`config.mk`:
```
export PLATFORM = sky130hd
export DESIGN_NAME = pipelined_control_unit
export DESIGN_NICKNAME = d
export VERILOG_FILES = /design/src/rtl/ctrl_pkg.sv /design/src/rtl/hazard_detect_unit.sv /design/src/rtl/pipelined_control_unit.sv
export SDC_FILE = /design/constraint.sdc
export NUM_CORES = 1
export LEC_CHECK = 0
export BUFFER_PORTS_ARGS = -buffer_cell sky130_fd_sc_hd__buf_2
export CAP_MARGIN = 15
export CORE_ASPECT_RATIO = 0.75
export CORE_MARGIN = 2
export CORE_UTILIZATION = 40
export DETAILED_ROUTE_END_ITERATION = 7
export GPL_ROUTABILITY_DRIVEN = 0
export HOLD_SLACK_MARGIN = 0.15
export PLACE_DENSITY = 0.67
export SKIP_CTS_REPAIR_TIMING = 1
export SYNTH_ARGS = -nofsm -noshare
export SYNTH_HDL_FRONTEND = slang
export SYNTH_SLANG_ARGS = --single-unit
export TNS_END_PERCENT = 50
```
`constraint.sdc`:
```
create_clock -name clk -period 1.62 [get_ports clk]
set_input_delay 0.081 -clock clk [delete_from_list [all_inputs] [get_ports clk]]
set_output_delay 0.081 -clock clk [all_outputs]
set_load 0.02 [all_outputs]
```
`src/rtl/ctrl_pkg.sv`:
```
// rtl/ctrl_pkg.sv - opcodes, ALU codes, control-bundle layout and ID decode for pipelined_control_unit
// Contents:
//   OPC_*          RV32I major opcodes recognised by decode
//   ALU_*          3-bit ALU operation codes (zero-extended by the top)
//   F_*            bit positions inside the ID/EX flag vector
//   M_*, W_*       bit positions inside the EX/MEM and MEM/WB control vectors
//   decode_opcode  combinational opcode -> control bundle (unknown opcode -> bubble)
package ctrl_pkg;

    localparam logic [6:0] OPC_R    = 7'b0110011;
    localparam logic [6:0] OPC_I    = 7'b0010011;
    localparam logic [6:0] OPC_LUI  = 7'b0110111;
    localparam logic [6:0] OPC_B    = 7'b1100011;
    localparam logic [6:0] OPC_S    = 7'b0100011;
    localparam logic [6:0] OPC_LOAD = 7'b0000011;
    localparam logic [6:0] OPC_JAL  = 7'b1101111;
    localparam logic [6:0] OPC_JALR = 7'b1100111;

    localparam int ALU_CODE_W = 3;
    localparam logic [ALU_CODE_W-1:0] ALU_R    = 3'b000;
    localparam logic [ALU_CODE_W-1:0] ALU_I    = 3'b001;
    localparam logic [ALU_CODE_W-1:0] ALU_LUI  = 3'b010;
    localparam logic [ALU_CODE_W-1:0] ALU_B    = 3'b011;
    localparam logic [ALU_CODE_W-1:0] ALU_S    = 3'b100;
    localparam logic [ALU_CODE_W-1:0] ALU_LOAD = 3'b101;
    localparam logic [ALU_CODE_W-1:0] ALU_JAL  = 3'b110;
    localparam logic [ALU_CODE_W-1:0] ALU_JALR = 3'b111;

    // ID/EX flag vector
    localparam int F_ALUSRC   = 0;
    localparam int F_MEMW     = 1;
    localparam int F_MEMRD    = 2;
    localparam int F_REGW     = 3;
    localparam int F_MEMTOREG = 4;
    localparam int F_BRANCH   = 5;
    localparam int F_JALR     = 6;
    localparam int F_JAL      = 7;
    localparam int CTRL_FLAGS_W = 8;

    // EX/MEM control vector; JAL and JALR collapse into one link bit here
    localparam int M_MEMRD    = 0;
    localparam int M_MEMWR    = 1;
    localparam int M_REGW     = 2;
    localparam int M_MEMTOREG = 3;
    localparam int M_LINK     = 4;
    localparam int MEM_CTRL_W = 5;

    // MEM/WB control vector
    localparam int W_REGW     = 0;
    localparam int W_MEMTOREG = 1;
    localparam int W_LINK     = 2;
    localparam int WB_CTRL_W  = 3;

    typedef struct packed {
        logic [CTRL_FLAGS_W-1:0] flags;
        logic [ALU_CODE_W-1:0]   alu;
    } ctrl_t;

    function automatic ctrl_t decode_opcode(input logic [6:0] op);
        ctrl_t c;
        c = '0;
        case (op)
            OPC_R: begin
                c.flags[F_REGW] = 1'b1;
                c.alu = ALU_R;
            end
            OPC_I: begin
                c.flags[F_REGW]   = 1'b1;
                c.flags[F_ALUSRC] = 1'b1;
                c.alu = ALU_I;
            end
            OPC_LUI: begin
                c.flags[F_REGW]   = 1'b1;
                c.flags[F_ALUSRC] = 1'b1;
                c.alu = ALU_LUI;
            end
            OPC_B: begin
                c.flags[F_BRANCH] = 1'b1;
                c.alu = ALU_B;
            end
            OPC_S: begin
                c.flags[F_MEMW]   = 1'b1;
                c.flags[F_ALUSRC] = 1'b1;
                c.alu = ALU_S;
            end
            OPC_LOAD: begin
                c.flags[F_MEMTOREG] = 1'b1;
                c.flags[F_REGW]     = 1'b1;
                c.flags[F_MEMRD]    = 1'b1;
                c.flags[F_ALUSRC]   = 1'b1;
                c.alu = ALU_LOAD;
            end
            OPC_JAL: begin
                c.flags[F_JAL]    = 1'b1;
                c.flags[F_REGW]   = 1'b1;
                c.flags[F_ALUSRC] = 1'b1;
                c.alu = ALU_JAL;
            end
            OPC_JALR: begin
                c.flags[F_JALR]   = 1'b1;
                c.flags[F_REGW]   = 1'b1;
                c.flags[F_ALUSRC] = 1'b1;
                c.alu = ALU_JALR;
            end
            default: c = '0;
        endcase
        return c;
    endfunction

endpackage

```
`src/rtl/hazard_detect_unit.sv`:
```
// rtl/hazard_detect_unit.sv - load-use stall detection and redirect flush priority
// Ports:
//   ex_mem_read   load currently in EX
//   ex_rd         destination of the EX instruction
//   rs1_id/rs2_id sources of the ID instruction
//   op_id         opcode of the ID instruction
//   redirect_ex   taken branch / jump resolved in EX
//   stall         hold PC and IF/ID, bubble into ID/EX
//   flush         kill IF/ID, bubble into ID/EX
module hazard_detect_unit
    import ctrl_pkg::*;
#(
    parameter int REG_ADDR_WIDTH = 5
) (
    input  logic                      ex_mem_read,
    input  logic [REG_ADDR_WIDTH-1:0] ex_rd,
    input  logic [REG_ADDR_WIDTH-1:0] rs1_id,
    input  logic [REG_ADDR_WIDTH-1:0] rs2_id,
    input  logic [6:0]                op_id,
    input  logic                      redirect_ex,
    output logic                      stall,
    output logic                      flush
);

    logic uses_rs;
    logic load_use;

    always_comb begin
        // LUI and JAL carry immediate bits in the rs fields, so matches there are false
        uses_rs  = !((op_id == OPC_LUI) || (op_id == OPC_JAL));
        load_use = ex_mem_read && (ex_rd != '0) &&
                   ((ex_rd == rs1_id) || (ex_rd == rs2_id));
        flush    = redirect_ex;
        // the ID instruction is being killed anyway, so holding it would be wrong
        stall    = load_use && uses_rs && !redirect_ex;
    end

endmodule

```
`src/rtl/pipelined_control_unit.sv`:
```
// rtl/pipelined_control_unit.sv - RV32I control decode staged through ID/EX, EX/MEM, MEM/WB
// Optional feature macro: CTRL_PERF_CNT_EN (adds Stall_Cnt_o / Flush_Cnt_o saturating counters)
// Ports:
//   clk, reset                      rising-edge clock, async active-high reset
//   OP_ID_i, Rd/Rs1/Rs2_ID_i        instruction fields in ID
//   Redirect_EX_i                   taken branch / JAL / JALR resolved in EX
//   Stall_o, Flush_IF_ID_o          combinational hazard controls
//   *_EX_o, *_MEM_o, *_WB_o         stage-aligned control for the datapath
//   Stall_Cnt_o, Flush_Cnt_o        cycle counters (only with CTRL_PERF_CNT_EN)
module pipelined_control_unit
    import ctrl_pkg::*;
#(
    parameter int ALU_OP_WIDTH   = 3,
    parameter int REG_ADDR_WIDTH = 5
`ifdef CTRL_PERF_CNT_EN
    ,
    parameter int CNT_WIDTH      = 16
`endif
) (
    input  logic                      clk,
    input  logic                      reset,
    input  logic [6:0]                OP_ID_i,
    input  logic [REG_ADDR_WIDTH-1:0] Rd_ID_i,
    input  logic [REG_ADDR_WIDTH-1:0] Rs1_ID_i,
    input  logic [REG_ADDR_WIDTH-1:0] Rs2_ID_i,
    input  logic                      Redirect_EX_i,
    output logic                      Stall_o,
    output logic                      Flush_IF_ID_o,
    output logic [ALU_OP_WIDTH-1:0]   ALU_Op_EX_o,
    output logic                      ALU_Src_EX_o,
    output logic                      Branch_EX_o,
    output logic                      Jal_EX_o,
    output logic                      Jalr_EX_o,
    output logic                      Mem_Read_MEM_o,
    output logic                      Mem_Write_MEM_o,
    output logic [REG_ADDR_WIDTH-1:0] Rd_MEM_o,
    output logic                      Reg_Write_WB_o,
    output logic                      Mem_to_Reg_WB_o,
    output logic                      Jal_WB_o,
    output logic [REG_ADDR_WIDTH-1:0] Rd_WB_o
`ifdef CTRL_PERF_CNT_EN
    ,
    output logic [CNT_WIDTH-1:0]      Stall_Cnt_o,
    output logic [CNT_WIDTH-1:0]      Flush_Cnt_o
`endif
);

    ctrl_t id_dec;
    logic  stall;
    logic  flush;
    logic  kill_id;

    logic [CTRL_FLAGS_W-1:0]   ex_flags_q, ex_flags_d;
    logic [ALU_OP_WIDTH-1:0]   ex_alu_q, ex_alu_d;
    logic [REG_ADDR_WIDTH-1:0] ex_rd_q, ex_rd_d;
    logic [MEM_CTRL_W-1:0]     mem_ctrl_q, mem_ctrl_d;
    logic [REG_ADDR_WIDTH-1:0] mem_rd_q, mem_rd_d;
    logic [WB_CTRL_W-1:0]      wb_ctrl_q, wb_ctrl_d;
    logic [REG_ADDR_WIDTH-1:0] wb_rd_q, wb_rd_d;

    hazard_detect_unit #(
        .REG_ADDR_WIDTH (REG_ADDR_WIDTH)
    ) u_hazard (
        .ex_mem_read (ex_flags_q[F_MEMRD]),
        .ex_rd       (ex_rd_q),
        .rs1_id      (Rs1_ID_i),
        .rs2_id      (Rs2_ID_i),
        .op_id       (OP_ID_i),
        .redirect_ex (Redirect_EX_i),
        .stall       (stall),
        .flush       (flush)
    );

    always_comb begin
        id_dec  = decode_opcode(OP_ID_i);
        kill_id = stall || flush;

        ex_flags_d = kill_id ? '0 : id_dec.flags;
        ex_alu_d   = kill_id ? '0 : ALU_OP_WIDTH'(id_dec.alu);
        // unknown opcodes decode to an all-zero bundle; keep Rd zero too so they are true bubbles
        ex_rd_d    = (kill_id || (id_dec == '0)) ? '0 : Rd_ID_i;

        mem_ctrl_d             = '0;
        mem_ctrl_d[M_MEMRD]    = ex_flags_q[F_MEMRD];
        mem_ctrl_d[M_MEMWR]    = ex_flags_q[F_MEMW];
        mem_ctrl_d[M_REGW]     = ex_flags_q[F_REGW];
        mem_ctrl_d[M_MEMTOREG] = ex_flags_q[F_MEMTOREG];
        mem_ctrl_d[M_LINK]     = ex_flags_q[F_JAL] || ex_flags_q[F_JALR];
        mem_rd_d               = ex_rd_q;

        wb_ctrl_d             = '0;
        wb_ctrl_d[W_REGW]     = mem_ctrl_q[M_REGW];
        wb_ctrl_d[W_MEMTOREG] = mem_ctrl_q[M_MEMTOREG];
        wb_ctrl_d[W_LINK]     = mem_ctrl_q[M_LINK];
        wb_rd_d               = mem_rd_q;
    end

    always_ff @(posedge clk or posedge reset) begin
        if (reset) begin
            ex_flags_q <= '0;
            ex_alu_q   <= '0;
            ex_rd_q    <= '0;
            mem_ctrl_q <= '0;
            mem_rd_q   <= '0;
            wb_ctrl_q  <= '0;
            wb_rd_q    <= '0;
        end else begin
            ex_flags_q <= ex_flags_d;
            ex_alu_q   <= ex_alu_d;
            ex_rd_q    <= ex_rd_d;
            mem_ctrl_q <= mem_ctrl_d;
            mem_rd_q   <= mem_rd_d;
            wb_ctrl_q  <= wb_ctrl_d;
            wb_rd_q    <= wb_rd_d;
        end
    end

    assign Stall_o         = stall;
    assign Flush_IF_ID_o   = flush;
    assign ALU_Op_EX_o     = ex_alu_q;
    assign ALU_Src_EX_o    = ex_flags_q[F_ALUSRC];
    assign Branch_EX_o     = ex_flags_q[F_BRANCH];
    assign Jal_EX_o        = ex_flags_q[F_JAL];
    assign Jalr_EX_o       = ex_flags_q[F_JALR];
    assign Mem_Read_MEM_o  = mem_ctrl_q[M_MEMRD];
    assign Mem_Write_MEM_o = mem_ctrl_q[M_MEMWR];
    assign Rd_MEM_o        = mem_rd_q;
    assign Reg_Write_WB_o  = wb_ctrl_q[W_REGW];
    assign Mem_to_Reg_WB_o = wb_ctrl_q[W_MEMTOREG];
    assign Jal_WB_o        = wb_ctrl_q[W_LINK];
    assign Rd_WB_o         = wb_rd_q;

`ifdef CTRL_PERF_CNT_EN
    logic [CNT_WIDTH-1:0] stall_cnt_q, stall_cnt_d;
    logic [CNT_WIDTH-1:0] flush_cnt_q, flush_cnt_d;

    always_comb begin
        stall_cnt_d = stall_cnt_q;
        flush_cnt_d = flush_cnt_q;
        if (stall && (stall_cnt_q != '1)) begin
            stall_cnt_d = stall_cnt_q + 1'b1;
        end
        if (flush && (flush_cnt_q != '1)) begin
            flush_cnt_d = flush_cnt_q + 1'b1;
        end
    end

    always_ff @(posedge clk or posedge reset) begin
        if (reset) begin
            stall_cnt_q <= '0;
            flush_cnt_q <= '0;
        end else begin
            stall_cnt_q <= stall_cnt_d;
            flush_cnt_q <= flush_cnt_d;
        end
    end

    assign Stall_Cnt_o = stall_cnt_q;
    assign Flush_Cnt_o = flush_cnt_q;
`endif

endmodule

```
==> results.tsv, run 1 <==
metric	value	unit
area share of the largest cell type after synthesis	60.26	%
status	finished with violations	
die footprint	3804	sq um
final layout net count	207	
Seq/Total Area, Yosys	60.26	%
crit-path cells	or4_4 -> o21ai_4 -> a41oi_4 -> and3b_2 -> buf_6	
fraction of registers with async set/reset	100.0	%
initial antenna violation count	0	
crit path DAT	1.83	ns
Die X	70.55	microns
drt first pass iters	4	
EDFF count, synth	0	
clk sink count	32	
Worst-Margin Slew	0.8593	ns
Routed WL	3.039	mm
Max Cap Viol	0	
die height	53.92	microns
GR Util met2	26.57	%
Wirelength per Cell	13.63	microns
pre-CTS setup slack	-0.08845	ns
flops & latches, synth	32	
Ports	49	
Vias/cell	4.996	
CP max-delay cell	or4_4	
GRT Overall Usage	16.21	%
Max Slew Vio Count	0	
maximum clock insertion buffer count	2	
gr ovfl total	0	
Unique masters post-synth	31	
area grow syn2layout	46.89	%
Port Buffers	48	
Synth area leaders	dfrtp_1, xnor2_1, a211oi_1	
setup ws final	-0.2949	ns
R2R setup slack	-0.21	ns
crit-path max FO	5	
Worst Setup End Kind	output port	
clock transition at the registers of the reported paths	0.06	ns
Critical Path RT	1.54	ns
Leakage	0.9608	nW
Gate Count Post-Synth	109	
failing checks	negative setup slack	
first-pass GRT wire length	4.581	mm
largest net degree at the start of global routing	33	
most common cell in the netlist	dfrtp_1	
n_diodes	0	
HP Class	primary input to register	
fill cell count	273	
GR Util met3	5.431	%
synthesis warning total	0	
Setup violations, final	15	
Critical path buffers and inverters	1	
vias in the first global route	1037	
share of post-route cells with drive strength above 1	45.90	%
hpwl dp	2.083	mm
Power Density	820.9	nW/um^2
CTS H-tree depth	2	
vias	1114	
slew margin rel.	42.27	%
Num CTS Buffers	5	
Tot Pwr	1.602	mW
type of origin of the critical path	register	
CTS tree	built	
Peak Freq	522.2	MHz
CP peak stage delay	0.55	ns
final hold vios	0	
GR peak layer	met2	
final worst path period share	118.2	%
Setup Skew	0.004422	ns
minimum clock period	1.915	ns
GRT met1 Usage	20.00	%
core area	3243	sq um
CTS root buffer	clkbuf_8	
Initial Util	40.97	%
worst-skew pair later-pin latency	0.27	ns
Peak VDD IR	0.3962	mV
synthesized net count	134	
kind of critical path	register to output port	
DRT iter0 DRCs	75	
cell taking the most area after synthesis	dfrtp_1	
Remaining DRCs	0	
WHS	0.1620	ns
Crit path max-delay family	simple AND/OR/NAND/NOR gates	
top_reg_cell synth	dfrtp_1	
RSZ-0062 raised after global routing	yes	
Antenna Nets Post-Route	0	
Post-synth top cells	dfrtp_1, nand2_1, xnor2_1	
syn avg cell area	12.19	sq um
mapped cell area	1329	sq um
Core Rows	18	
## worst register-to-register path: stages (launching register included)
cell and delay (ns):
dfrtp_1 0.38, or4_4 0.55, o21ai_4 0.19, a41oi_4 0.07, buf_4 0.17, a2111oi_2 0.35
## cell families after synthesis
family          after synthesis  share of synthesized area, %
flops                        32                         60.26
mux                           1                        0.7533
simple gates                 32                         12.90
buf+inv                       8                         3.201
compound gates               26                         16.29
xor+xnor                     10                         6.591
## metrics by stage
step / setup TNS (ns) / utilization [%] / area [sq um] / cells
detailed placement: -0.8293 / 51.04 / 1655 / 201
global placement: -0.1688 / 51.04 / 1655 / 201
floorplan: -0.03619 / - / 1329 / 109
CTS: -1.394 / 53.82 / 1745 / 209
finish: -2.890 / 60.19 / 1952 / 223
global route: -3.813 / 60.19 / 1952 / 223
## path summary, 6_finish.rpt
check,startpoint,to,cells after the start
min in group asynchronous,reset,ex_flags_q[5],4
worst min register to register,mem_ctrl_q[4],wb_ctrl_q[2],0
worst max register to register,ex_rd_q[1],ALU_Op_EX_o[0],5
max in group asynchronous,reset,Rd_WB_o[1],4
worst min-delay path,OP_ID_i[3],ex_flags_q[7],2
worst max-delay path,ex_rd_q[1],Stall_o,5
## layout make-up
type | count | area [sq um] | area share (%)
clock buffer | 8 | 90.09 | 4.615
multi-input combinational | 69 | 550.5 | 28.21
inverter | 3 | 11.26 | 0.5769
sequential | 32 | 800.8 | 41.03
timing repair buffer | 71 | 449.2 | 23.01
tap | 40 | 50.05 | 2.564
## per-layer routing
metal	vias up	wire (microns)
li1	531	-
met1	530	1379
met2	50	1411
met3	3	232
met4	0	16
met5	-	0
## cells in the final DEF (no fill, tap or decap)
master and count:
o21ai_0 2, nand2b_1 3, or4_4 1, or2_2 2, and2_1 1, o22ai_2 1, nand3_1 2, nor3b_1 1
mux2i_1 1, a41oi_4 1, clkbuf_1 2, a22oi_1 1, buf_6 1, a31oi_1 2, nand3b_1 1, inv_1 3
a211oi_2 11, dfrtp_1 32, a2111oi_1 2, and3_1 2, a2111oi_2 1, or4_1 1, o21ai_4 1, nand2_1 12
nor3_1 3, a211oi_1 1, buf_2 47, clkbuf_8 6, xnor2_1 10, a21oi_1 3, dlygate4sd3_1 12, buf_4 11
and3b_2 1, nor2_1 2
## where the power goes
group / internal [mW] / switching (mW)
registers: 0.807 / 0.00330
clock network: 0.346 / 0.262
logic: 0.0812 / 0.103
## sequential cells by signal (all words and copies together), names as in the netlist
signal / cells
ex_rd_q: 5
Rd_WB_o: 5
wb_ctrl_q: 3
ALU_Op_EX_o: 3
ex_flags_q: 7
mem_ctrl_q: 4
Rd_MEM_o: 5
(Power assumes the default switching activity.)
==> run 2, diff against run 1 <==
- ABC_AREA: default -> 1
==> run 2 against run 1 <==
Compared with the run above:
- the run now ends clean
- largest power group unchanged
- sequential share of layout area increased by 2.9 points
- worst setup slack improved by 0.34 ns
- total power increased by 6.5%
- sequential power increased by 0.9%
- sequential cell count unchanged
- critical path depth increased by 4
- non-clock buffer count decreased by 11
- clock power increased by 21%
- routed wire length decreased by 16%
- clock skew about the same
==> results.tsv, run 2 <==
metric	value	unit	change
Initial Util	41.03	%	was 40.97%
crit path DAT	1.49	ns	was 1.83 ns
CP max-delay cell	dfrtp_1		was or4_4
Num CTS Buffers	5		unchanged
drt first pass iters	4		unchanged
Max Slew Vio Count	0		unchanged
Remaining DRCs	0		unchanged
Critical Path RT	1.54	ns	about the same
final hold vios	0		unchanged
synthesized net count	175		was 134
RSZ-0062 raised after global routing	yes		unchanged
gr ovfl total	0		unchanged
R2R setup slack	0.25	ns	was -0.21 ns
mapped cell area	1321	sq um	was 1329 sq um
die footprint	3784	sq um	was 3804 sq um
Top reg by flops	ex_flags_q		unchanged
status	finished clean		was finished with violations
CP peak stage delay	0.43	ns	was 0.55 ns
Fin Setup TNS	0	ns	was -2.890 ns
minimum clock period	1.573	ns	was 1.915 ns
max FFs per register	7		unchanged
worst-skew pair later-pin latency	0.28	ns	was 0.27 ns
vias	1095		was 1,114
most common cell in the netlist	nand2_1		was dfrtp_1
most used cell, CP	nand2_1		
final worst path period share	97.08	%	was 118.2%
first-pass GRT wire length	4.077	mm	was 4.581 mm
Critical path buffers and inverters	2		was 1
hpwl dp	1.854	mm	was 2.083 mm
Leakage	1.106	nW	was 0.9608 nW
crit-path max FO	4		was 5
Peak Freq	635.9	MHz	was 522.2 MHz
clk sink count	32		unchanged
fraction of registers with async set/reset	100.0	%	unchanged
share of post-route cells with drive strength above 1	34.10	%	was 45.90%
CTS tree	built		unchanged
most common cell after layout, fill and taps aside	buf_2		unchanged
Int Pwr	1.333	mW	was 1.234 mW
Max Cap Viol	0		unchanged
Seq pwr share	47.9	%	was 50.6%
most frequent cells in the layout	buf_2, nand2_1, nor2_1, dfrtp_1, inv_1		was buf_2, dfrtp_1, nand2_1, dlygate4sd3_1
Sw Pwr	373.3	uW	was 368.4 uW
Antenna Nets Post-Route	0		unchanged
Worst-Margin Slew	0.3812	ns	was 0.8593 ns
largest net degree at the start of global routing	33		unchanged
Layout Cells excl Fill	257		was 223
slew margin rel.	74.58	%	was 42.27%
HP Class	primary input to register		unchanged
EDFF count, synth	0		unchanged
top_reg_cell synth	dfrtp_1		unchanged
Port Buffers	48		unchanged
Ports	49		unchanged
core area	3221	sq um	was 3243 sq um
clock transition at the registers of the reported paths	0.07	ns	was 0.06 ns
DRT iter0 DRCs	80		was 75
n_diodes	0		unchanged
Core Rows	18		unchanged
switch share	21.88	%	was 22.99%
area share of the largest cell type after synthesis	60.61	%	was 60.26%
Wirelength per Cell	9.957	microns	was 13.63 microns
kind of critical path	register to output port		unchanged
Final Core Density	56.72	%	was 60.19%
die height	53.78	microns	was 53.92 microns
Post-synth top cells	nand2_1, dfrtp_1, nor2_1		was dfrtp_1, nand2_1, xnor2_1
Worst Setup End Kind	output port		unchanged
crit-path cells	inv_2 -> nand2_1 -> nand2_1 -> nor2_1 -> nand3_1 -> nand2_1 -> nand2_2 -> nor2_1 -> buf_4		was or4_4 -> o21ai_4 -> a41oi_4 -> and3b_2 -> buf_6
CTS H-tree depth	2		unchanged
CTS root buffer	clkbuf_8		unchanged
placed cell count	238		was 201
Synth area leaders	dfrtp_1, nand2_1, nor2_1		was dfrtp_1, xnor2_1, a211oi_1
Setup Skew	0.004493	ns	was 0.004422 ns
Seq/Total Area, Yosys	60.61	%	was 60.26%
fill cell count	311		was 273
Crit path max-delay family	simple AND/OR/NAND/NOR gates		unchanged
final layout net count	241		was 207
Vias/cell	4.261		was 4.996
synthesis warning total	0		unchanged
syn avg cell area	8.808	sq um	was 12.19 sq um
flops & latches, synth	32		unchanged
vias in the first global route	925		was 1,037
GRT Overall Usage	14.51	%	was 16.21%
Comb power frac	8.9	%	was 11.5%
Clock Power Share	43.2	%	was 38.0%
type of origin of the critical path	register		unchanged
Power Density	934.3	nW/um^2	was 820.9 nW/um^2
Routed WL	2.559	mm	was 3.039 mm
area grow syn2layout	38.26	%	was 46.89%
initial antenna violation count	0		unchanged
Unique masters post-synth	18		was 31
maximum clock insertion buffer count	2		unchanged
Peak VDD IR	0.4394	mV	was 0.3962 mV
Die X	70.37	microns	was 70.55 microns
cell taking the most area after synthesis	dfrtp_1		unchanged
Setup violations, final	0		was 15
Gate Count Post-Synth	150		was 109
[run 2: worst register-to-register path, stage by stage, from the launching register on]
cell     delay, ns
dfrtp_1       0.43
inv_2         0.08
nand2_1       0.06
nand2_1       0.05
nor2_1        0.10
nand3_1       0.08
nand2_1       0.09
nand2_2       0.08
buf_4         0.14
nand3_2       0.11
nor2_1        0.05
[run 2: path summary, 6_finish.rpt]
| kind | cells after the start | end | startpoint |
|---|---|---|---|
| setup / recovery | 9 | Stall_o | ex_rd_q[3] |
| hold / removal | 4 | ex_flags_q[4] | OP_ID_i[4] |
| setup reg to reg | 10 | ex_rd_q[0] | ex_rd_q[3] |
| hold reg to reg | 0 | mem_ctrl_q[1] | ex_flags_q[1] |
| max in group asynchronous | 4 | ex_rd_q[4] | reset |
| min in group asynchronous | 4 | Rd_WB_o[0] | reset |
[run 2: metrics by stage]
| step | setup slack, ns | power [mW] | hold slack [ns] | area [sq um] |
|---|---|---|---|---|
| 2_1_floorplan | 0.4095 | 0.9120 | 0.1872 | 1321 |
| 4_1_cts | 0.01827 | 1.711 | -0.1114 | 1719 |
| 3_3_place_gp | 0.3385 | 0.9682 | 0.1789 | 1612 |
| 5_1_grt | -0.07441 | 1.797 | 0.1588 | 1827 |
| 3_5_place_dp | 0.3255 | 0.9707 | 0.1815 | 1612 |
| 6_report | 0.04731 | 1.707 | 0.1312 | 1827 |
[run 2: cell type report]
type | count | area [sq um] | share of cell area, %
sequential | 32 | 803.3 | 43.97
multi-input combinational | 93 | 425.4 | 23.29
timing repair buffer | 60 | 350.3 | 19.18
inverter | 24 | 90.09 | 4.932
clock buffer | 6 | 72.57 | 3.973
tap | 40 | 50.05 | 2.740
clock inverter | 2 | 35.03 | 1.918
[run 2: per-layer routing]
metal	global-route usage [%]	share of wire (%)	vias to the layer above
li1	-	-	577
met1	18.74	48	489
met2	22.33	45	27
met3	5.618	5.7	2
met4	5.769	0.98	0
met5	0	0	-
[run 2: logic make-up after synthesis]
group	Yosys count	synth area share, %
XOR/XNOR	2	1.326
flip-flops	32	60.61
AO/OA/AOI/OAI	3	1.704
buffers and inverters	25	7.387
AND/OR/NAND/NOR	88	28.98
[run 2: power groups by stage]
stage | combinational [mW] | sequential [mW] | clock, mW
floorplan | 0.0710 | 0.841 | 0
global placement | 0.137 | 0.832 | 0
detailed placement | 0.139 | 0.832 | 0
CTS | 0.139 | 0.817 | 0.755
global route | 0.175 | 0.817 | 0.805
finish | 0.153 | 0.817 | 0.737
==> run 3, diff against run 2 <==
- CORE_UTILIZATION: 40 -> 39
- PLACE_DENSITY: 0.67 -> default
- PLACE_DENSITY_LB_ADDON: default -> 0.05
==> run 3 against run 2 <==
Compared with the run above:
- sequential power hardly changed
- largest power group unchanged
- cell count stayed put
- sequential cell count stayed put
- count of clock-buffer cells in the layout is 1 lower
- routed wire length is 2.7% higher
- sequential share of layout area is 0.17 points lower
- fmax is 1.5% higher
- critical path depth is 2 lower
- combinational power hardly changed
- register-to-register slack worse by 0.03 ns
- core utilization is 0.48 points lower
- critical endpoint unchanged
- worst setup slack better by 0.023 ns
- critical path type unchanged
==> results.tsv, run 3 (same netlist as run 2, synthesis figures left out) <==
metric	value	unit	change
minimum clock period	1.549	ns	was 1.573 ns
Peak VDD IR	0.4333	mV	was 0.4394 mV
die footprint	3874	sq um	was 3784 sq um
Peak Freq	645.4	MHz	was 635.9 MHz
fill cell count	298		was 311
Final Core Density	56.25	%	was 56.72%
type of origin of the critical path	register		unchanged
initial antenna violation count	0		unchanged
Setup Skew	0.001632	ns	was 0.004493 ns
max layer used	met4		unchanged
drt first pass iters	4		unchanged
Max Slew Vio Count	0		unchanged
WHS	0.1514	ns	was 0.1312 ns
fin area	1837	sq um	was 1827 sq um
core area	3266	sq um	was 3221 sq um
clock transition at the registers of the reported paths	0.07	ns	about the same
Initial Util	40.46	%	was 41.03%
slew margin rel.	74.54	%	was 74.58%
met2 routed WL	1.232	mm	was 1.153 mm
final worst path period share	95.64	%	was 97.08%
worst-skew pair later-pin latency	0.28	ns	about the same
area grow syn2layout	39.02	%	was 38.26%
RSZ-0062 raised after global routing	yes		unchanged
GRT Overall Usage	14.43	%	was 14.51%
Remaining DRCs	0		unchanged
share of post-route cells with drive strength above 1	36.87	%	was 34.10%
maximum clock insertion buffer count	2		unchanged
Num CTS Buffers	5		unchanged
CTS root buffer	clkbuf_8		unchanged
Core Rows	18		unchanged
met3 WL	180	microns	was 146 microns
Leakage	1.103	nW	was 1.106 nW
vias	1130		was 1,095
HP Class	primary input to register		unchanged
Antenna Nets Post-Route	0		unchanged
gr ovfl total	0		unchanged
final hold vios	0		unchanged
Post-DP Area	1612	sq um	unchanged
max FFs per register	7		unchanged
pre-CTS setup slack	0.2891	ns	was 0.3255 ns
Worst-Margin Slew	0.3819	ns	was 0.3812 ns
hpwl dp	1.978	mm	was 1.854 mm
crit path DAT	1.47	ns	was 1.49 ns
n_diodes	0		unchanged
Die X	71.21	microns	was 70.37 microns
Routed WL	2.629	mm	was 2.559 mm
die height	54.41	microns	was 53.78 microns
kind of critical path	register to output port		unchanged
Ports	49		unchanged
clk sink count	32		unchanged
Port Buffers	48		unchanged
Power Density	930.2	nW/um^2	was 934.3 nW/um^2
first-pass GRT wire length	4.057	mm	was 4.077 mm
Max Cap Viol	0		unchanged
setup ws final	0.07059	ns	was 0.04731 ns
DRT iter0 DRCs	14		was 80
Setup violations, final	0		unchanged
most common cell after layout, fill and taps aside	buf_2		unchanged
Wirelength per Cell	10.23	microns	was 9.957 microns
crit-path max FO	3		was 4
WL met1	1.198	mm	was 1.235 mm
Worst Setup End Kind	output port		unchanged
final layout net count	241		unchanged
Top reg by flops	ex_flags_q		unchanged
CTS tree	built		unchanged
vias in the first global route	913		was 925
CTS H-tree depth	2		unchanged
most frequent cells in the layout	buf_2, nand2_1, nor2_1, dfrtp_1, inv_1		unchanged
largest net degree at the start of global routing	33		unchanged
Tot Pwr	1.709	mW	was 1.707 mW
status	finished clean		unchanged
Critical Path RT	1.54	ns	about the same
Vias/cell	4.397		was 4.261
run 3: cell types whose count changed in the layout (fill, tap and decap cells not counted), sizes merged:
cell      change
clkbuf        -1
clkinvlp      +1
run 3: per-stage QoR:
step                std cells  setup TNS (ns)
global placement          238               0
detailed placement        238               0
CTS                       246        -0.02648
floorplan                 150               0
finish                    257               0
global route              257        -0.03299
run 3: final timing paths:
check | start | end | slack (ns) | cells past startpoint
setup / recovery | ex_rd_q[2] | Stall_o | 0.07 | 7
hold / removal | OP_ID_i[4] | ex_flags_q[4] | 0.15 | 4
setup reg to reg | ex_rd_q[0] | ALU_Op_EX_o[1] | 0.22 | 8
hold reg to reg | mem_ctrl_q[4] | wb_ctrl_q[2] | 0.35 | 0
max in group asynchronous | reset | ex_rd_q[1] | 0.90 | 4
min in group asynchronous | reset | ex_flags_q[5] | 0.42 | 4
run 3: power breakdown:
part	internal [mW]	switching, mW	total (mW)
combinational	0.0676	0.0873	0.155
sequential	0.811	0.00650	0.817
clock	0.454	0.282	0.736
run 3: worst max-delay path, stage by stage (launching register included):
cell     delay, ns
dfrtp_1       0.40
buf_4         0.15
xnor2_1       0.13
nand3_1       0.10
nand2_1       0.08
nand2_2       0.07
nor2_1        0.11
buf_4         0.15
run 3: routing by layer:
metal,GRT usage (%),vias to the layer above
li1,-,576
met1,18.07,513
met2,22.22,37
met3,6.998,4
met4,4.717,0
met5,0,-
run 3: final cells by class:
cell class / instances / area (sq um) / area share (%)
Clock buffer: 5 / 68.82 / 3.747
Clock inverter: 3 / 42.54 / 2.316
Inverter: 24 / 90.09 / 4.905
Multi-Input combinational cell: 93 / 430.4 / 23.43
Sequential cell: 32 / 804.5 / 43.80
Tap cell: 40 / 50.05 / 2.725
Timing Repair Buffer: 60 / 350.3 / 19.07
